[config.mk]
export PLATFORM = sky130hd
export DESIGN_NAME = relay_toggle_scheduler
export DESIGN_NICKNAME = d
export VERILOG_FILES = /design/src/rtl/relay_toggle_scheduler_pkg.sv /design/src/rtl/relay_toggle_scheduler_rr_pick.sv /design/src/rtl/relay_toggle_scheduler.sv
export SDC_FILE = /design/constraint.sdc
export NUM_CORES = 1
export LEC_CHECK = 0
export ABC_CLOCK_PERIOD_IN_PS = 2600
export CAP_MARGIN = 30
export CORE_ASPECT_RATIO = 1.2
export CORE_MARGIN = 2
export CORE_UTILIZATION = 58
export CTS_CLUSTER_DIAMETER = 80
export DETAILED_ROUTE_END_ITERATION = 8
export PLACE_DENSITY = 0.87
export SYNTH_ARGS = -nofsm -noshare
export SYNTH_HDL_FRONTEND = slang
export SYNTH_SLANG_ARGS = --single-unit
[constraint.sdc]
create_clock -name clk -period 2.6 [get_ports clk]
set_clock_uncertainty 0.05 [all_clocks]
set_input_delay 0.26 -clock clk [delete_from_list [all_inputs] [get_ports clk]]
set_output_delay 0.26 -clock clk [all_outputs]
set_load 0.05 [all_outputs]
[src/rtl/relay_toggle_scheduler_pkg.sv]
`default_nettype none
// ============================================================================
// Module      : relay_sched_pkg
// Description : Shared types and defaults for the relay toggle scheduler.
// Revision    : 1.0 - initial release
// ============================================================================
package relay_sched_pkg;

    // Scheduler phases: grant, issue the start pulse, wait for completion, settle gap
    typedef enum logic [1:0] {
        IDLE   = 2'd0,
        ISSUE  = 2'd1,
        WAIT   = 2'd2,
        SETTLE = 2'd3
    } relay_sched_state_t;

    localparam int c_CMD_CH_W = 2;

    // One relay command as seen by RelayController
    typedef struct packed {
        logic                  dir;
        logic [c_CMD_CH_W-1:0] channel;
    } relay_cmd_t;

    // 100 ms and 10 ms at 250 MHz
    localparam int c_TIMEOUT_CYCLES_DEFAULT = 25000000;
    localparam int c_SETTLE_CYCLES_DEFAULT  = 2500000;

    // Width of a saturating counter able to reach the larger of two limits
    function automatic int cnt_width(input int a, input int b);
        int m;
        m = (a > b) ? a : b;
        return (m < 1) ? 1 : $clog2(m + 1);
    endfunction

endpackage : relay_sched_pkg
`default_nettype wire

[src/rtl/relay_toggle_scheduler_rr_pick.sv]
`default_nettype none
// ============================================================================
// Module      : rr_priority_pick
// Description : Combinational round-robin picker. Returns the first set
//               request bit found searching upward (with wrap) from i_rr_ptr.
// Revision    : 1.0 - initial release
// ============================================================================
module rr_priority_pick #(
    parameter int NUM_CH = 4,
    localparam int c_CH_W = (NUM_CH > 1) ? $clog2(NUM_CH) : 1
) (
    input  logic [NUM_CH-1:0] i_req,
    input  logic [c_CH_W-1:0] i_rr_ptr,
    output logic [c_CH_W-1:0] o_grant_idx,
    output logic              o_grant_valid
);

    localparam logic [c_CH_W:0] c_NUM_CH = (c_CH_W + 1)'(NUM_CH);

    logic [c_CH_W:0]   w_sum;
    logic [c_CH_W-1:0] w_idx;

    // Walk offsets from farthest to nearest so the nearest hit is written last and wins
    always_comb begin
        o_grant_idx   = '0;
        o_grant_valid = 1'b0;
        w_sum         = '0;
        w_idx         = '0;
        for (int i = NUM_CH - 1; i >= 0; i--) begin
            w_sum = {1'b0, i_rr_ptr} + (c_CH_W + 1)'(i);
            if (w_sum >= c_NUM_CH) begin
                w_sum = w_sum - c_NUM_CH;
            end
            w_idx = w_sum[c_CH_W-1:0];
            if (i_req[w_idx]) begin
                o_grant_idx   = w_idx;
                o_grant_valid = 1'b1;
            end
        end
    end

endmodule : rr_priority_pick
`default_nettype wire

[src/rtl/relay_toggle_scheduler.sv]
`default_nettype none
// ============================================================================
// Module      : relay_toggle_scheduler
// Description : Queues one relay toggle per channel, grants channels round-
//               robin, issues each to RelayController, waits for done or
//               timeout, then enforces a settle gap before the next grant.
//               SETTLE_CYCLES and TIMEOUT_CYCLES must be at least 1.
// Revision    : 1.0 - initial release
// ============================================================================
module relay_toggle_scheduler
    import relay_sched_pkg::*;
#(
    parameter int NUM_CH         = 4,
    parameter int TIMEOUT_CYCLES = c_TIMEOUT_CYCLES_DEFAULT,
    parameter int SETTLE_CYCLES  = c_SETTLE_CYCLES_DEFAULT,
    localparam int c_CH_W = (NUM_CH > 1) ? $clog2(NUM_CH) : 1
) (
    input  logic              clk,
    input  logic              rst_n,
    input  logic              i_req_valid,
    input  logic [c_CH_W-1:0] i_req_channel,
    input  logic              i_req_dir,
    input  logic              i_err_clear,
    output logic              o_toggle_en,
    output logic              o_toggle_dir,
    output logic [c_CH_W-1:0] o_toggle_channel,
    input  logic              i_toggle_done,
    output logic              o_busy,
    output logic [NUM_CH-1:0] o_pending,
    output logic [NUM_CH-1:0] o_relay_state,
    output logic              o_done_valid,
    output logic              o_timeout_err,
    output logic [c_CH_W-1:0] o_err_channel
);

    localparam int               c_CNT_W        = cnt_width(TIMEOUT_CYCLES, SETTLE_CYCLES);
    localparam logic [c_CNT_W-1:0] c_TIMEOUT_LAST = c_CNT_W'(TIMEOUT_CYCLES - 1);
    localparam logic [c_CNT_W-1:0] c_SETTLE_LAST  = c_CNT_W'(SETTLE_CYCLES - 1);
    localparam logic [c_CNT_W-1:0] c_CNT_MAX      = '1;
    localparam logic [c_CNT_W-1:0] c_CNT_ONE      = c_CNT_W'(1);
    localparam logic [c_CH_W-1:0]  c_LAST_CH      = c_CH_W'(NUM_CH - 1);
    localparam logic [c_CH_W-1:0]  c_CH_ONE       = c_CH_W'(1);

    relay_sched_state_t  r_state;
    logic [NUM_CH-1:0]   r_pending;
    logic [NUM_CH-1:0]   r_pend_dir;
    logic [c_CH_W-1:0]   r_rr_ptr;
    logic [c_CNT_W-1:0]  r_cnt;
    logic                r_toggle_en;
    logic                r_toggle_dir;
    logic [c_CH_W-1:0]   r_toggle_channel;
    logic                r_busy;
    logic [NUM_CH-1:0]   r_relay_state;
    logic                r_done_valid;
    logic                r_timeout_err;
    logic [c_CH_W-1:0]   r_err_channel;

    logic [c_CH_W-1:0]   w_grant_idx;
    logic                w_grant_valid;
    logic [c_CH_W-1:0]   w_next_ptr;

    rr_priority_pick #(
        .NUM_CH (NUM_CH)
    ) u_pick (
        .i_req         (r_pending),
        .i_rr_ptr      (r_rr_ptr),
        .o_grant_idx   (w_grant_idx),
        .o_grant_valid (w_grant_valid)
    );

    // Fairness: the channel just serviced drops to lowest priority
    always_comb begin
        w_next_ptr = (r_toggle_channel == c_LAST_CH) ? '0 : (r_toggle_channel + c_CH_ONE);
    end

    // Scheduler FSM together with the request queue and status registers
    always_ff @(posedge clk or negedge rst_n) begin
        if (!rst_n) begin
            r_state          <= IDLE;
            r_pending        <= '0;
            r_pend_dir       <= '0;
            r_rr_ptr         <= '0;
            r_cnt            <= '0;
            r_toggle_en      <= 1'b0;
            r_toggle_dir     <= 1'b0;
            r_toggle_channel <= '0;
            r_busy           <= 1'b0;
            r_relay_state    <= '0;
            r_done_valid     <= 1'b0;
            r_timeout_err    <= 1'b0;
            r_err_channel    <= '0;
        end else begin
            r_toggle_en  <= 1'b0;
            r_done_valid <= 1'b0;

            // A timeout later in this block overrides the clear
            if (i_err_clear) begin
                r_timeout_err <= 1'b0;
                r_err_channel <= '0;
            end

            case (r_state)
                IDLE: begin
                    if (w_grant_valid) begin
                        r_toggle_channel        <= w_grant_idx;
                        r_toggle_dir            <= r_pend_dir[w_grant_idx];
                        r_pending[w_grant_idx]  <= 1'b0;
                        r_busy                  <= 1'b1;
                        r_state                 <= ISSUE;
                    end
                end
                ISSUE: begin
                    r_toggle_en <= 1'b1;
                    r_cnt       <= '0;
                    r_state     <= WAIT;
                end
                WAIT: begin
                    if (i_toggle_done) begin
                        r_relay_state[r_toggle_channel] <= r_toggle_dir;
                        r_done_valid                    <= 1'b1;
                        r_cnt                           <= '0;
                        r_state                         <= SETTLE;
                    end else if (r_cnt >= c_TIMEOUT_LAST) begin
                        r_timeout_err <= 1'b1;
                        r_err_channel <= r_toggle_channel;
                        r_cnt         <= '0;
                        r_state       <= SETTLE;
                    end else if (r_cnt != c_CNT_MAX) begin
                        r_cnt <= r_cnt + c_CNT_ONE;
                    end
                end
                SETTLE: begin
                    if (r_cnt >= c_SETTLE_LAST) begin
                        r_rr_ptr <= w_next_ptr;
                        r_busy   <= 1'b0;
                        r_state  <= IDLE;
                    end else if (r_cnt != c_CNT_MAX) begin
                        r_cnt <= r_cnt + c_CNT_ONE;
                    end
                end
                default: begin
                    r_state <= IDLE;
                    r_busy  <= 1'b0;
                end
            endcase

            // New request overrides a same-cycle grant clear (set wins, latest dir wins)
            if (i_req_valid) begin
                r_pending[i_req_channel]  <= 1'b1;
                r_pend_dir[i_req_channel] <= i_req_dir;
            end
        end
    end

    assign o_toggle_en      = r_toggle_en;
    assign o_toggle_dir     = r_toggle_dir;
    assign o_toggle_channel = r_toggle_channel;
    assign o_busy           = r_busy;
    assign o_pending        = r_pending;
    assign o_relay_state    = r_relay_state;
    assign o_done_valid     = r_done_valid;
    assign o_timeout_err    = r_timeout_err;
    assign o_err_channel    = r_err_channel;

endmodule : relay_toggle_scheduler
`default_nettype wire

==> impl_results.md, run 1 <==
- Max-slew violations: 0
- Num CTS Buffers: 5
- Worst-path cell chain: a211o_1 -> a2111oi_4 -> o21ai_0 -> a31o_2 -> o211ai_1 -> mux2_2
- Final WL: 6.48 mm
- ANT cells: 0
- Port Buf Inserts: 24
- Area used by multi-input combinational logic: 0.00157 mm^2
- Post-synthesis cell type count: 49
- Final period util: 94.2%
- Row cnt: 28
- Switching share of power: 42.5%
- Most frequent cells after synthesis: dfrtp_1 (50), nor2_1 (37), nand2_1 (31)
- Core ar.: 0.00490 mm^2
- Synth area leaders: dfrtp_1 (43%), xnor2_1 (5.4%), nor2_1 (4.7%), ha_1 (4.3%), mux2_2 (4.2%)
- 1st-iter DRT viols: 272
- Logic pwr share: 43.7%
- Area leader, netlist: dfrtp_1
- Pwr/cell area: 835 mW/mm^2
- Layout Cells excl Fill: 396
- Drt first pass iters: 4
- Slew @ Worst Pin: 0.654 ns
- Via count: 2418
- Internal: 1.63 mW
- Worst hold path type: input port to asynchronous set/reset pin
- Pin count of the biggest net entering global routing: 30
- Syn_nets: 320
- Crit start category: register
- RSZ-0062 raised after global routing: false
- Number of cells upsized or downsized after cts: 0
- Initial antenna violation count: 0
- Synth Register Bits: 50
- Final Hold Vio Count: 0
- Sequential area share after synthesis: 42.7%
- Area growth syn-to-layout: 15.7%
- CTS tree: done
- Fill cells: 374
- Latest clock arrival within the worst-skew pair: 0.31 ns
- Clock Pin Slew Worst Setup and Hold Paths: 0.10 ns
- CP max FO: 6
- Post-synth EDFFs: 0
- CP Capture Type: register
- Fin nets: 353
- DRT antenna net count: 0
- Synth top area share: 42.7%
- Fmax: 408 MHz
- Worst path required time: 2.74 ns
- FF-to-FF End: r_state[1]
- Clk sinks: 50
- Flop pwr share: 36.6%
- Bufs and invs on worst path: 0
- Storage element area: 0.00125 mm^2
- Root buffer cell: clkbuf_8
- Die width: 68.9 um
- Max VDD drop: 0.000654 V
- Syn. warnings: 0
- Synthesized area: 0.00293 mm^2
- Setup Viol. Count Final: 0
- Hold Slack: 0.391 ns
- Minimum clock period: 2.45 ns
- TNS Setup: 0 ns
- Total gr overflow: 0
- Syn Area/Cell: 9.70 um^2
- Worst reg-to-reg setup slack: 0.15 ns
- Status: finished, final reports clean
- Critical Path Max Stage Delay: 0.45 ns
- Drt drc: 0
- Die ar.: 0.00564 mm^2
- Post-CTS setup buffers: 0
- Dpl cells: 387
- Count leader, synth: dfrtp_1
- Number of global-route vias before repair: 2317
- DP HPWL: 4.79 mm
- Initial Utilization: 59.7%
- Worst r2r src: r_cnt[11]
- # H-tree levels: 2
- Clock share of power: 19.7%
- Cells after Synth: 302
- Vias/cell: 6.11
- Post-synth ARST share: 100%
- Switching Power: 1.20 mW
- Share of cells above drive strength 1: 14.3%
- Die Ht: 81.9 um
- Placer Congestion: 0.936
- R2R cell count: 6
- Slowest-stage cell, CP: dfrtp_1
- Top FF cell, synth: dfrtp_1
- Design Power: 2.83 mW
- CP Data Arrival Time: 2.59 ns
- All-layer global routing usage: 25.7%
- Delay-heaviest family, CP: compound AO/OA/AOI/OAI gates
- Max Root-Sink Buffers: 2
- First-pass GRT wire length: 10.9 mm
- Leakage power: 1.40 nW
- Critical path type: register to register
- I/O pins: 25
- Max-cap violations: 0
- WL/cell: 16.4 um
- Max_slew headroom: 56.2%
-- metrics by stage --
stage | utilization [%] | instance area, um^2 | setup slack [ns]
2_1_floorplan | - | 2930 | 0.234
3_3_place_gp | 66.6 | 3270 | 0.211
3_5_place_dp | 66.6 | 3270 | 0.113
4_1_cts | 69.1 | 3390 | 0.0974
5_1_grt | 69.1 | 3390 | 0.0169
6_report | 69.1 | 3390 | 0.151
-- metal layers --
metal  global-route usage, %  routed length (um)
met5                       0                   0
met4                    9.02                 106
met3                    5.21                 299
met2                    44.7                3410
met1                    31.2                2660
-- final cells by class --
cell class / instances / share of cell area (%)
clock buffers: 5 / 2.03
clock inverters: 3 / 1.33
inverters: 9 / 0.997
multi-input cells: 230 / 46.2
flip-flops and latches: 50 / 36.9
well taps: 60 / 2.21
repair buffers: 39 / 10.3
-- flip-flops by register name (all words and copies together) (netlist names), 2 cells and up --
| name | flops |
|---|---|
| r_cnt | 25 |
| o_pending | 4 |
| o_toggle_channel | 2 |
| r_state | 2 |
| r_pend_dir | 4 |
| o_err_channel | 2 |
| o_relay_state | 4 |
| r_rr_ptr | 2 |
-- layout by cell type (no fill, tap or decap), types with 2 or more instances in the layout --
master           Yosys  routed
or4_1                2       2
nor4_2               2       2
nand4_1              7       7
o21ai_0              8       8
and4_1               3       3
nor4b_1              3       3
nor4_1              15      15
or2_2                2       2
mux2_2              11      11
xnor2_1             18      18
nand2b_1             7       7
clkbuf_8             0       5
nand3_1             11      11
a31o_2               2       2
dfrtp_1             50      50
o21a_1               2       2
nor3_1               7       7
buf_4                1      14
nand2_1             31      31
nor2_1              37      37
and2_1               5       5
clkinvlp_4           0       2
inv_1                9       9
and3_1               7       7
o22ai_1              2       2
a211o_1              2       2
mux2i_1              9       9
a21oi_1              7       7
clkdlybuf4s50_1      0      23
ha_1                10      10
nor3_2               2       2
-- how the worst max path moves through the flow --
stage,start,end,depth (start not counted)
after floorplan,r_cnt[10],r_state[1],7
after global placement,r_cnt[11],r_cnt[8],6
after detailed placement,r_cnt[11],r_cnt[8],6
after CTS,r_cnt[11],r_cnt[8],6
after global routing,r_cnt[11],r_cnt[8],6
final,r_cnt[11],r_state[1],6
-- power by group through the flow --
stage	clock (mW)	sequential [mW]	combinational (mW)
global placement	0	1.04	1.20
detailed placement	0	1.05	1.23
finish	0.559	1.04	1.24
CTS	0.566	1.04	1.24
global route	0.605	1.05	1.34
floorplan	0	1.31	0.605
-- timing repair --
| action | 4_1_cts | 5_1_grt |
|---|---|---|
| endpoints found under the setup margin | 0 | 2 |
| endpoints found under the hold margin | 21 | 0 |
| hold buffers | 1 | 0 |
-- logic make-up (layout without fill, tap and decap cells) --
group | after synthesis | count (layout) | share of synthesized area, %
XOR/XNOR | 18 | 18 | 5.38
flip-flops | 50 | 50 | 42.7
AND/OR/NAND/NOR | 147 | 147 | 26.9
multiplexers | 20 | 20 | 7.30
buffers and inverters | 22 | 56 | 3.89
AO/OA/AOI/OAI | 35 | 35 | 9.61
adder cells (fa/ha/maj) | 10 | 10 | 4.27
No activity file was read; power rests on OpenSTA's default activity.
==> run 2, diff against run 1 <==
- CORE_UTILIZATION: 58 -> 25
- PLACE_DENSITY: 0.87 -> 0.48
==> run 2 against run 1 <==
Effect of this change:
- count of clock-buffer cells in the layout did not move
- combinational power rose by 5%
- global-route usage is 13 points lower
- via count shrank 4.2%
- non-clock buffer count up 4
- fmax increased by 0.13%
- register-to-register slack about the same
==> impl_results.md, run 2 (synthesized netlist as in run 1, its figures left out) <==
- Fmax: 409 MHz
- CP max FO: 9
- Number of cells upsized or downsized after cts: 0
- Worst r2r src: r_cnt[10]
- Max VDD drop: 0.000489 V
- Leakage power: 1.44 nW
- Slew @ Worst Pin: 0.679 ns
- Die ar.: 0.0126 mm^2
- Setup Viol. Count Final: 0
- Total gr overflow: 0
- RSZ-0062 raised after global routing: false
- Storage element area: 0.00125 mm^2
- Largest register by flop count: r_cnt
- All-layer global routing usage: 12.4%
- Final Hold Vio Count: 0
- Initial Utilization: 25.5%
- WL/cell: 14.6 um
- Drt drc: 0
- Num CTS Buffers: 5
- Fin nets: 357
- Area used by multi-input combinational logic: 0.00157 mm^2
- Vias/cell: 4.66
- Number of global-route vias before repair: 2485
- Commonest non-fill, non-tap cells in the layout: dfrtp_1 (50), nor2_1 (37), nand2_1 (31)
- CP Capture Type: register
- Max reg flops: 25
- Core ar.: 0.0115 mm^2
- # H-tree levels: 2
- 1st-iter DRT viols: 147
- Clk sinks: 50
- Via count: 2317
- Row cnt: 43
- Final WL: 7.27 mm
- Max_slew headroom: 54.5%
- Most common cell after layout, fill and taps aside: dfrtp_1
- Fill cells: 1238
- Clock Pin Slew Worst Setup and Hold Paths: 0.07 ns
- Placed Area: 0.00343 mm^2
- I/O pins: 25
- Setup crit start: r_cnt[10]
- Die width: 103 um
- Root buffer cell: clkbuf_16
- First-pass GRT wire length: 12.3 mm
- Die Ht: 123 um
- Minimum clock period: 2.45 ns
- Layout Cells excl Fill: 497
- Area growth syn-to-layout: 22.5%
- Crit start category: register
- TNS Setup: 0 ns
- Placer Congestion: 0.857
- Dpl cells: 488
- DP Worst Slack: 0.127 ns
- Final Cell Area: 0.00359 mm^2
- Share of cells above drive strength 1: 15.3%
- Worst path required time: 2.73 ns
- CP Data Arrival Time: 2.58 ns
- Critical path type: register to register
- Max-slew violations: 0
- Post-CTS setup buffers: 0
- Status: finished, final reports clean
- Max Root-Sink Buffers: 2
- Design Power: 3.01 mW
- ANT cells: 0
- Max-cap violations: 0
- Initial antenna violation count: 0
- Latest clock arrival within the worst-skew pair: 0.29 ns
- Pin count of the biggest net entering global routing: 23
- Final period util: 94.1%
- Drt first pass iters: 4
- Pwr/cell area: 839 mW/mm^2
- Setup ws final: 0.154 ns
- Worst hold path type: input port to asynchronous set/reset pin
- Port Buf Inserts: 24
- DRT antenna net count: 0
- DP HPWL: 5.34 mm
- CTS tree: done
run 2: per-layer routing:
metal	vias up	GRT usage (%)	share of wire (%)
met5	-	0	0
met4	0	3.54	1.6
met3	10	2.33	3.7
met2	41	21.9	51
met1	1121	15.2	44
li1	1145	-	-
run 2: worst max-delay path: stages, from the launching register on:
cell	delay, ns
dfrtp_1	0.47
a211o_1	0.36
a2111oi_4	0.42
o21ai_0	0.15
a31o_2	0.28
o211ai_1	0.24
mux2_2	0.37
run 2: final cells by class:
class,count,area share [%]
inverters,9,0.941
repair buffers,43,10.9
clock inverters,3,0.662
clock buffers,5,3.49
well taps,157,5.47
multi-input cells,230,43.6
flip-flops and latches,50,34.9
run 2: path summary, 6_finish.rpt:
| path | end | slack [ns] | depth (start not counted) |
|---|---|---|---|
| max | r_state[1] | 0.15 | 6 |
| max reg2reg | r_state[1] | 0.15 | 6 |
| max in group asynchronous | r_cnt[18] | 1.51 | 3 |
| min | r_pend_dir[2] | 0.38 | 2 |
| min in group clk | o_relay_state[2] | 0.46 | 1 |
| min reg2reg | o_relay_state[2] | 0.46 | 1 |
run 2: report_power, final:
| group | switching [mW] | leakage (nW) | total, mW | internal [mW] |
|---|---|---|---|---|
| sequential | 0.136 | 0.656 | 1.04 | 0.906 |
| clock | 0.314 | 0.0664 | 0.675 | 0.361 |
| combinational | 0.826 | 0.722 | 1.30 | 0.470 |
run 2: stage by stage:
| step | hold WS, ns | util, % |
|---|---|---|
| after floorplan | -0.0856 | - |
| after global placement | 0.158 | 29.8 |
| after detailed placement | 0.166 | 29.8 |
| after CTS | 0.400 | 31.2 |
| after global routing | 0.414 | 31.2 |
| final | 0.376 | 31.2 |
run 2: timing repair:
item                                    in CTS  in global routing
hold endpoints to repair                    14                  0
hold buffers                                 1                  0
endpoints found under the setup margin       0                  2
==> run 3, diff against run 2 <==
- CORE_MARGIN: 2 -> 1
- HOLD_SLACK_MARGIN: not set -> 0.08
- PLACE_DENSITY: 0.48 -> 0.38
==> run 3 against run 2 <==
Effect of this change:
- first-iteration DRC count shrank 38%
- worst hold slack gained 0.084 ns
- die area is 3.5% lower
==> impl_results.md, run 3 (synthesized netlist as in run 1, its figures left out) <==
- Status: finished, final reports clean
- Latest clock arrival within the worst-skew pair: 0.30 ns
- Port Buf Inserts: 24
- Most common cell after layout, fill and taps aside: dfrtp_1
- Clock Pin Slew Worst Setup and Hold Paths: 0.07 ns
- Minimum clock period: 2.48 ns
- Worst hold path type: register to register
- Initial antenna violation count: 0
- Dpl cells: 489
- Max-slew violations: 0
- Initial Utilization: 26.1%
- Share of cells above drive strength 1: 16.3%
- Hold Slack: 0.460 ns
- TNS Setup: 0 ns
- Clk sinks: 50
- Root buffer cell: clkbuf_16
- I/O pins: 25
- Die width: 101 um
- Vias/cell: 4.71
- Placer Congestion: 0.739
- RSZ-0062 raised after global routing: false
- Area used by multi-input combinational logic: 0.00157 mm^2
- Max Root-Sink Buffers: 2
- Worst reg-to-reg setup slack: 0.12 ns
- Slew @ Worst Pin: 0.875 ns
- CP Capture Type: register
- Critical path type: register to register
- WL/cell: 15.0 um
- Total gr overflow: 0
- 1st-iter DRT viols: 91
- Pin count of the biggest net entering global routing: 38
- Die ar.: 0.0122 mm^2
- Fin nets: 361
- Core ar.: 0.0112 mm^2
- Commonest non-fill, non-tap cells in the layout: dfrtp_1 (50), nor2_1 (37), nand2_1 (31)
- DP Worst Slack: 0.165 ns
- # H-tree levels: 2
- Design Power: 3.07 mW
- Drt first pass iters: 4
- ANT cells: 0
- All-layer global routing usage: 13.3%
- Setup Viol. Count Final: 0
- Final Hold Vio Count: 0
- Final period util: 95.4%
- Via count: 2347
- CTS tree: done
- Die Ht: 121 um
- Max reg flops: 25
- Drt drc: 0
- DP HPWL: 5.46 mm
- CP Data Arrival Time: 2.62 ns
- Final WL: 7.47 mm
- First-pass GRT wire length: 12.3 mm
- Final core occ: 32.4%
- Number of global-route vias before repair: 2422
- Max_slew headroom: 41.6%
- Leakage power: 1.49 nW
- Area growth syn-to-layout: 24.2%
- Largest register by flop count: r_cnt
- Crit start category: register
- Num CTS Buffers: 5
- Layout Cells excl Fill: 498
- DRT antenna net count: 0
- Storage element area: 0.00125 mm^2
- Final Cell Area: 0.00364 mm^2
- Worst path required time: 2.74 ns
- Max-cap violations: 0
- Row cnt: 42
- Setup ws final: 0.119 ns
- Placed Area: 0.00346 mm^2
- Max VDD drop: 0.000612 V
- Fill cells: 1187
- Fmax: 403 MHz
- Pwr/cell area: 845 mW/mm^2
- CP max FO: 6
run 3: changes by cell type in the layout (fill, tap and decap cells not counted):
cell / delta
inv_6: +1
buf_4: +4
clkinvlp_4: -2
bufinv_16: +1
run 3: power by group:
| part | total, mW | switching [mW] | internal [mW] |
|---|---|---|---|
| Clock | 0.781 | 0.319 | 0.462 |
| Combinational | 1.26 | 0.822 | 0.441 |
| Sequential | 1.03 | 0.124 | 0.906 |
| Total | 3.07 | 1.27 | 1.81 |
run 3: layout make-up:
class / count / area share (%)
multi-input cells: 230 / 43.0
clock inverters: 3 / 1.31
inverters: 9 / 0.928
flip-flops and latches: 50 / 34.4
clock buffers: 5 / 3.44
well taps: 154 / 5.30
repair buffers: 47 / 11.6
run 3: per-layer routing:
metal  part of all wire (%)  GRT usage [%]  vias up
met5                      0              0        -
met4                    2.0           5.07        0
li1                       -              -     1155
met2                     50           22.6       44
met3                    3.1           2.89       12
met1                     45           16.2     1136
run 3: path summary, 6_finish.rpt:
path / startpoint / end / cells after the start
setup / recovery: r_cnt[10] / r_state[1] / 6
hold / removal: o_relay_state[0] / o_relay_state[0] / 1
setup reg to reg: r_cnt[10] / r_state[1] / 6
hold reg to reg: o_relay_state[0] / o_relay_state[0] / 1
max in group asynchronous: rst_n / o_pending[3] / 3
min in group asynchronous: rst_n / r_cnt[7] / 2
run 3: worst max-delay path, stage by stage (launching register included):
cell	delay [ns]
dfrtp_1	0.43
a211o_1	0.34
a2111oi_4	0.44
o21ai_0	0.19
a31o_2	0.30
o211ai_1	0.25
mux2_2	0.37
run 3: what timing repair did:
item	4_1_cts	5_1_grt
endpoints found under the hold margin	35	0
hold buffers	1	0
setup buffers	0	0
resized for setup	0	0
